## config.mk

```make
export PLATFORM = sky130hd
export DESIGN_NAME = run_control_flat
export DESIGN_NICKNAME = d
export VERILOG_FILES = /design/src/rtl/run_control_pkg.sv /design/src/rtl/run_control_if.sv /design/src/rtl/run_control_button_debounce.sv /design/src/rtl/run_control.sv /design/src/flat_wrapper.sv
export SDC_FILE = /design/constraint.sdc
export NUM_CORES = 1
export LEC_CHECK = 0
export ABC_AREA = 0
export BUFFER_PORTS_ARGS = -buffer_cell sky130_fd_sc_hd__buf_2
export CAP_MARGIN = 10
export CORE_MARGIN = 10
export CORE_UTILIZATION = 43
export DETAILED_ROUTE_END_ITERATION = 7
export GPL_TIMING_DRIVEN = 0
export SYNTH_ARGS = -nofsm -noshare
export SYNTH_HDL_FRONTEND = slang
export SYNTH_HIERARCHICAL = 1
export SYNTH_SLANG_ARGS = --single-unit
```

## constraint.sdc

```tcl
create_clock -name clk -period 2.3 [get_ports clk]
set_input_delay 0.23 -clock clk [delete_from_list [all_inputs] [get_ports clk]]
set_output_delay 0.23 -clock clk [all_outputs]
set_load 0.02 [all_outputs]
```

## src/rtl/run_control_pkg.sv

```systemverilog
// Shared types and defaults for the front-panel run-control block.
package run_control_pkg;

    typedef enum logic {
        STOPPED = 1'b0,
        RUNNING = 1'b1
    } run_state_t;

    localparam int DEFAULT_DEBOUNCE_CYCLES = 50000;

endpackage

```

## src/rtl/run_control_if.sv

```systemverilog
// Front-panel buttons, breakpoint/burst setup and the command/status outputs.
interface run_control_if #(
    parameter int ADDR_WIDTH  = 16,
    parameter int BURST_WIDTH = 16
);
    logic                   btn_run;
    logic                   btn_halt;
    logic                   btn_step;
    logic                   bp_enable;
    logic [ADDR_WIDTH-1:0]  bp_addr;
    logic [ADDR_WIDTH-1:0]  pc;
    logic [BURST_WIDTH-1:0] burst_len;
    logic                   run;
    logic                   halt;
    logic                   step;
    logic                   running;
    logic                   break_hit;
    logic                   burst_done;

    modport master (
        output btn_run, btn_halt, btn_step, bp_enable, bp_addr, pc, burst_len,
        input  run, halt, step, running, break_hit, burst_done
    );

    modport slave (
        input  btn_run, btn_halt, btn_step, bp_enable, bp_addr, pc, burst_len,
        output run, halt, step, running, break_hit, burst_done
    );
endinterface

```

## src/rtl/run_control_button_debounce.sv

```systemverilog
// One pushbutton: 2-flop synchroniser, debounce counter, rising-edge press pulse.
module button_debounce
    import run_control_pkg::*;
#(
    parameter int DEBOUNCE_CYCLES = DEFAULT_DEBOUNCE_CYCLES
) (
    input  logic clk,
    input  logic reset,
    input  logic btn,
    output logic press
);
    localparam int CNT_W = $clog2(DEBOUNCE_CYCLES);
    localparam logic [CNT_W-1:0] CNT_LAST = CNT_W'(DEBOUNCE_CYCLES - 1);

    logic             sync1;
    logic             sync2;
    logic             level;
    logic             level_d;
    logic [CNT_W-1:0] cnt;

    // Synchronise, accept a new level after DEBOUNCE_CYCLES consecutive
    // differing samples, and register a one-cycle pulse on accepted rise.
    always_ff @(posedge clk) begin
        if (reset) begin
            sync1   <= 1'b0;
            sync2   <= 1'b0;
            level   <= 1'b0;
            level_d <= 1'b0;
            press   <= 1'b0;
            cnt     <= '0;
        end else begin
            sync1   <= btn;
            sync2   <= sync1;
            level_d <= level;
            press   <= level & ~level_d;
            if (sync2 == level) begin
                cnt <= '0;
            end else if (cnt == CNT_LAST) begin
                level <= sync2;
                cnt   <= '0;
            end else begin
                cnt <= cnt + 1'b1;
            end
        end
    end
endmodule

```

## src/rtl/run_control.sv

```systemverilog
// Run/halt/step command generator with breakpoint and burst auto-halt.
//
// state   | meaning
// STOPPED | processor clock held; run or step press accepted
// RUNNING | processor clocked; halt press, breakpoint or burst end stop it
module run_control
    import run_control_pkg::*;
#(
    parameter int DEBOUNCE_CYCLES = DEFAULT_DEBOUNCE_CYCLES,
    parameter int ADDR_WIDTH      = 16,
    parameter int BURST_WIDTH     = 16
) (
    input  logic          clk,
    input  logic          reset,
    run_control_if.slave  bus
);
    logic press_run;
    logic press_halt;
    logic press_step;

    button_debounce #(.DEBOUNCE_CYCLES(DEBOUNCE_CYCLES)) u_db_run (
        .clk(clk), .reset(reset), .btn(bus.btn_run), .press(press_run)
    );
    button_debounce #(.DEBOUNCE_CYCLES(DEBOUNCE_CYCLES)) u_db_halt (
        .clk(clk), .reset(reset), .btn(bus.btn_halt), .press(press_halt)
    );
    button_debounce #(.DEBOUNCE_CYCLES(DEBOUNCE_CYCLES)) u_db_step (
        .clk(clk), .reset(reset), .btn(bus.btn_step), .press(press_step)
    );

    run_state_t             state;
    logic [ADDR_WIDTH-1:0]  pc_q;
    logic [BURST_WIDTH-1:0] burst_cnt;
    logic                   burst_active;
    logic                   bp_armed;
    logic                   run_q;
    logic                   halt_q;
    logic                   step_q;
    logic                   break_hit_q;
    logic                   burst_done_q;
    logic                   bp_hit;
    logic                   burst_expire;

    // bp_armed only rises once pc has left bp_addr, so resuming from a
    // breakpoint does not immediately re-trigger on the same address.
    assign bp_hit       = bus.bp_enable & bp_armed & (pc_q == bus.bp_addr);
    assign burst_expire = burst_active & (burst_cnt == BURST_WIDTH'(1));

    // Run-control FSM with registered command pulses and sticky status.
    always_ff @(posedge clk) begin
        if (reset) begin
            state        <= STOPPED;
            pc_q         <= '0;
            burst_cnt    <= '0;
            burst_active <= 1'b0;
            bp_armed     <= 1'b0;
            run_q        <= 1'b0;
            halt_q       <= 1'b0;
            step_q       <= 1'b0;
            break_hit_q  <= 1'b0;
            burst_done_q <= 1'b0;
        end else begin
            pc_q   <= bus.pc;
            run_q  <= 1'b0;
            halt_q <= 1'b0;
            step_q <= 1'b0;
            case (state)
                STOPPED: begin
                    if (press_run) begin
                        state        <= RUNNING;
                        run_q        <= 1'b1;
                        break_hit_q  <= 1'b0;
                        burst_done_q <= 1'b0;
                        burst_cnt    <= bus.burst_len;
                        burst_active <= (bus.burst_len != '0);
                        bp_armed     <= 1'b0;
                    end else if (press_step) begin
                        step_q       <= 1'b1;
                        break_hit_q  <= 1'b0;
                        burst_done_q <= 1'b0;
                    end
                end
                RUNNING: begin
                    if (pc_q != bus.bp_addr) begin
                        bp_armed <= 1'b1;
                    end
                    if (burst_active) begin
                        burst_cnt <= burst_cnt - 1'b1;
                    end
                    if (press_halt) begin
                        state  <= STOPPED;
                        halt_q <= 1'b1;
                    end else if (bp_hit || burst_expire) begin
                        state  <= STOPPED;
                        halt_q <= 1'b1;
                        if (bp_hit) begin
                            break_hit_q <= 1'b1;
                        end
                        if (burst_expire) begin
                            burst_done_q <= 1'b1;
                        end
                    end
                end
                default: state <= STOPPED;
            endcase
        end
    end

    assign bus.run        = run_q;
    assign bus.halt       = halt_q;
    assign bus.step       = step_q;
    assign bus.running    = (state == RUNNING);
    assign bus.break_hit  = break_hit_q;
    assign bus.burst_done = burst_done_q;
endmodule

```

## src/flat_wrapper.sv

```systemverilog
// flat-port wrapper written by rule: the top's interface ports become plain ports
module run_control_flat import run_control_pkg::*;
#(
    parameter int DEBOUNCE_CYCLES = DEFAULT_DEBOUNCE_CYCLES,
    parameter int ADDR_WIDTH      = 16,
    parameter int BURST_WIDTH     = 16
)
  (clk, reset, bus_btn_run, bus_btn_halt, bus_btn_step, bus_bp_enable, bus_bp_addr, bus_pc, bus_burst_len, bus_run, bus_halt, bus_step, bus_running, bus_break_hit, bus_burst_done);
  run_control_if #(.ADDR_WIDTH(ADDR_WIDTH), .BURST_WIDTH(BURST_WIDTH)) bus_i ();
  input  logic clk;
  input  logic reset;
  input wire logic [$bits(bus_i.btn_run)-1:0] bus_btn_run;
  input wire logic [$bits(bus_i.btn_halt)-1:0] bus_btn_halt;
  input wire logic [$bits(bus_i.btn_step)-1:0] bus_btn_step;
  input wire logic [$bits(bus_i.bp_enable)-1:0] bus_bp_enable;
  input wire logic [$bits(bus_i.bp_addr)-1:0] bus_bp_addr;
  input wire logic [$bits(bus_i.pc)-1:0] bus_pc;
  input wire logic [$bits(bus_i.burst_len)-1:0] bus_burst_len;
  output wire logic [$bits(bus_i.run)-1:0] bus_run;
  output wire logic [$bits(bus_i.halt)-1:0] bus_halt;
  output wire logic [$bits(bus_i.step)-1:0] bus_step;
  output wire logic [$bits(bus_i.running)-1:0] bus_running;
  output wire logic [$bits(bus_i.break_hit)-1:0] bus_break_hit;
  output wire logic [$bits(bus_i.burst_done)-1:0] bus_burst_done;
  assign bus_i.btn_run = bus_btn_run;
  assign bus_i.btn_halt = bus_btn_halt;
  assign bus_i.btn_step = bus_btn_step;
  assign bus_i.bp_enable = bus_bp_enable;
  assign bus_i.bp_addr = bus_bp_addr;
  assign bus_i.pc = bus_pc;
  assign bus_i.burst_len = bus_burst_len;
  assign bus_run = bus_i.run;
  assign bus_halt = bus_i.halt;
  assign bus_step = bus_i.step;
  assign bus_running = bus_i.running;
  assign bus_break_hit = bus_i.break_hit;
  assign bus_burst_done = bus_i.burst_done;
  run_control #(.DEBOUNCE_CYCLES(DEBOUNCE_CYCLES), .ADDR_WIDTH(ADDR_WIDTH), .BURST_WIDTH(BURST_WIDTH)) u_core (.clk(clk), .reset(reset), .bus(bus_i));
endmodule
```

==> flow_summary.ini <==
[timing]
slew_violations = 0
fin_skew_ns = 0.0147
hold_violations = 0
fin_ws_ns = 0.137
slew_headroom_pct = 61.2
final.period_utilization_pct = 94.0
worstMarginPinSlew_ns = 0.582
setup_viol = 0
fin_tns_setup_ns = 0
max_clock_freq_mhz = 462
rsz0062_at_grt = no
fin_crit_ns = 2.16

[clock_network]
cts_tree = done
clkTransAtPathRegs_ns = 0.11
cts_sinks = 103
clock_path_buffers = 2
insertion_delay_ns = 0.38
cts_setup_buffers = 0
cts_buffers = 9
h-tree-depth = 3
clockRootBuffer = clkbuf_8

[placement]
port_buffers = 59
pre_cts_slack_ns = 0.167
hpwl_mm = 7.38
place_congestion = 0.787

[worst_setup_path]
endpoint_kind = flop
r2r_slack_ns = 0.14
required_ns = 2.55
crit_path_end = u_core/burst_cnt[10]$_SDFFE_PP0P_
r2r-start = u_core/burst_cnt[0]$_SDFFE_PP0P_
reg2reg_to = u_core/burst_cnt[10]$_SDFFE_PP0P_
reg2regPathDepth = 7
critical_path.max_stage_delay_ns = 0.51
path_buf_inv = 2
critPathTopFamily = simple AND/OR/NAND/NOR gates
cp-start-kind = flop
path_cells = inv_1, ha_1, or3b_2, clkbuf_1, or4_1, o211ai_1, a21oi_1
crit_fanout = 7
cpMaxStageDelayCell = or4_1
cp-startpoint = u_core/burst_cnt[0]$_SDFFE_PP0P_
crit_arrival_ns = 2.41
cp.depth = 7
path_class = flop to flop

[logic_synthesis]
ys_seq_area_share_pct = 44.1
yosys.area.top_type = dfxtp_1
synth.top_cell.area_share_pct = 44.1
synth_area_leaders = dfxtp_1 (44%), xnor2_1 (11%), nor2_1 (6.7%)
syn-instance-count = 491
syn_area_um2 = 4670
synth_common_cells = dfxtp_1 (103), nor2_1 (84), xnor2_1 (60), nor2b_1 (32), nand2_1 (18)
synth_most_common_cell = dfxtp_1
yosys_warnings = 6
syn-num-nets = 550
synth_edf_count = 0
synth-main-ff-cell = dfxtp_1
synth_area_per_cell_um2 = 9.52
yosysUniqueCellTypes = 47
synthArstFlopShare_pct = 0
synth_seq_cells = 103

[detailed_routing]
via_per_inst = 5.07
route.detailed.drc = 0
via_count = 3557
ant_nets = 0
firstDrtPassIters = 4
postRouteWirelength_mm = 10.1
post_drt_wl_per_cell_um = 14.3
drtIter0Drc = 203

[run]
drv_cap = 0

[die]
initial_core_util_pct = 44.7
dieArea_um2 = 15400
row_count = 37
coreArea_um2 = 10500
pin_count = 60
die_y_um = 124
fp.dieW_um = 124

[final_layout]
drive_above_1_share_pct = 19.4
fin_nets = 620
antenna_cells = 0
fin_util_pct = 51.2
area_growth_syn_to_layout_pct = 14.7

[power_and_ir_drop]
p_leak_uw = 0.00197
p_per_area_nw_per_um2 = 588
ir_drop_mv = 0.423

[grt]
grt_max_degree = 21
gr-total-overflow = 0
grt_pass1_vias = 3431
grt_pass1_wl_mm = 16.9
grtUsageTotal_pct = 13.0
antenna_found_initial = 0

[worst_hold_path]
hold_path.class = input pin to flop

[status]
outcome = finished clean
[cell type report]
| type | instances | area (um^2) |
|---|---|---|
| repair buffers | 59 | 295 |
| well taps | 136 | 170 |
| flip-flops and latches | 103 | 2060 |
| multi-input cells | 359 | 2490 |
| clock inverters | 7 | 90.1 |
| inverters | 14 | 52.6 |
| plain buffers | 15 | 71.3 |
| fillers | 1005 | 5100 |
| clock buffers | 9 | 124 |
[flip-flops by register name, indices dropped and copies added (netlist names), 16 cells and up]
signal and flops:
u_core/pc_q 16, u_core/u_db_step/cnt 16, u_core/burst_cnt 16, u_core/u_db_halt/cnt 16
u_core/u_db_run/cnt 16
[worst min-delay path by stage]
stage                                   startpoint                                 to  slack [ns]  cells after the start
2_1_floorplan                                reset  u_core/u_db_halt/sync1$_SDFF_PP0_        0.30                      1
3_3_place_gp    u_core/u_db_run/level_d$_SDFF_PP0_   u_core/u_db_run/press$_SDFF_PP0_        0.37                      1
3_5_place_dp   u_core/u_db_halt/level_d$_SDFF_PP0_  u_core/u_db_halt/press$_SDFF_PP0_        0.37                      1
4_1_cts                                  bus_pc[6]          u_core/pc_q[6]$_SDFF_PP0_        0.02                      2
5_1_grt                                  bus_pc[6]          u_core/pc_q[6]$_SDFF_PP0_        0.02                      2
6_report                                 bus_pc[6]          u_core/pc_q[6]$_SDFF_PP0_        0.04                      2
[routing by layer]
| layer | track usage [%] | vias to the layer above | wire [um] |
|---|---|---|---|
| li1 | - | 1838 | - |
| met1 | 15.5 | 1653 | 4660 |
| met2 | 21.3 | 58 | 4900 |
| met3 | 4.72 | 8 | 403 |
| met4 | 3.48 | 0 | 90 |
| met5 | 0 | - | 0 |
[placed cells by master (no fill, tap or decap), drive strengths merged, types with 4 or more instances in the layout]
master	n
dfxtp	103
nor2	84
buf	64
xnor2	60
nor2b	32
nand2	21
clkbuf	19
nor4	19
inv	17
nand3	17
nand4	15
a211oi	14
nor3	14
mux2i	10
o21ai	9
a21oi	8
nor4b	6
nor4bb	6
xor2	5
ha	5
nand2b	4
nand4b	4
and3	4
[power by group]
| part | switching, uW | internal (uW) | leakage, uW | total [uW] |
|---|---|---|---|---|
| clock network | 679 | 527 | 0.000101 | 1210 |
| registers | 9.79 | 1800 | 0.000835 | 1810 |
| logic | 60.7 | 70.2 | 0.00104 | 131 |
[kinds of logic (layout without fill, tap and decap cells)]
kind of cell | count (synthesis) | after routing | share of synthesized area [%]
and+or+nand+nor | 236 | 236 | 31.3
DFF | 103 | 103 | 44.1
xor gates and xnor gates | 65 | 65 | 12.2
AOI/OAI and AO/OA | 40 | 40 | 5.52
buffers and inverters | 29 | 104 | 2.62
muxes | 13 | 13 | 2.87
adders and majority gates | 5 | 5 | 1.34
[timing repair]
item                                    in CTS  in global routing
hold buffers                                 0                  0
resized for setup                            0                  3
endpoints found under the setup margin       0                  3
[stage by stage]
stage          power (uW)  area [um^2]  hold WS (ns)  std cells
6_report             3150         5360        0.0446        702
5_1_grt              3290         5360        0.0200        702
4_1_cts              3200         5350        0.0210        702
3_5_place_dp         1990         5140         0.374        686
3_3_place_gp         1980         5140         0.373        686
2_1_floorplan        1920         4670         0.302        491
(Power assumes the default switching activity.)
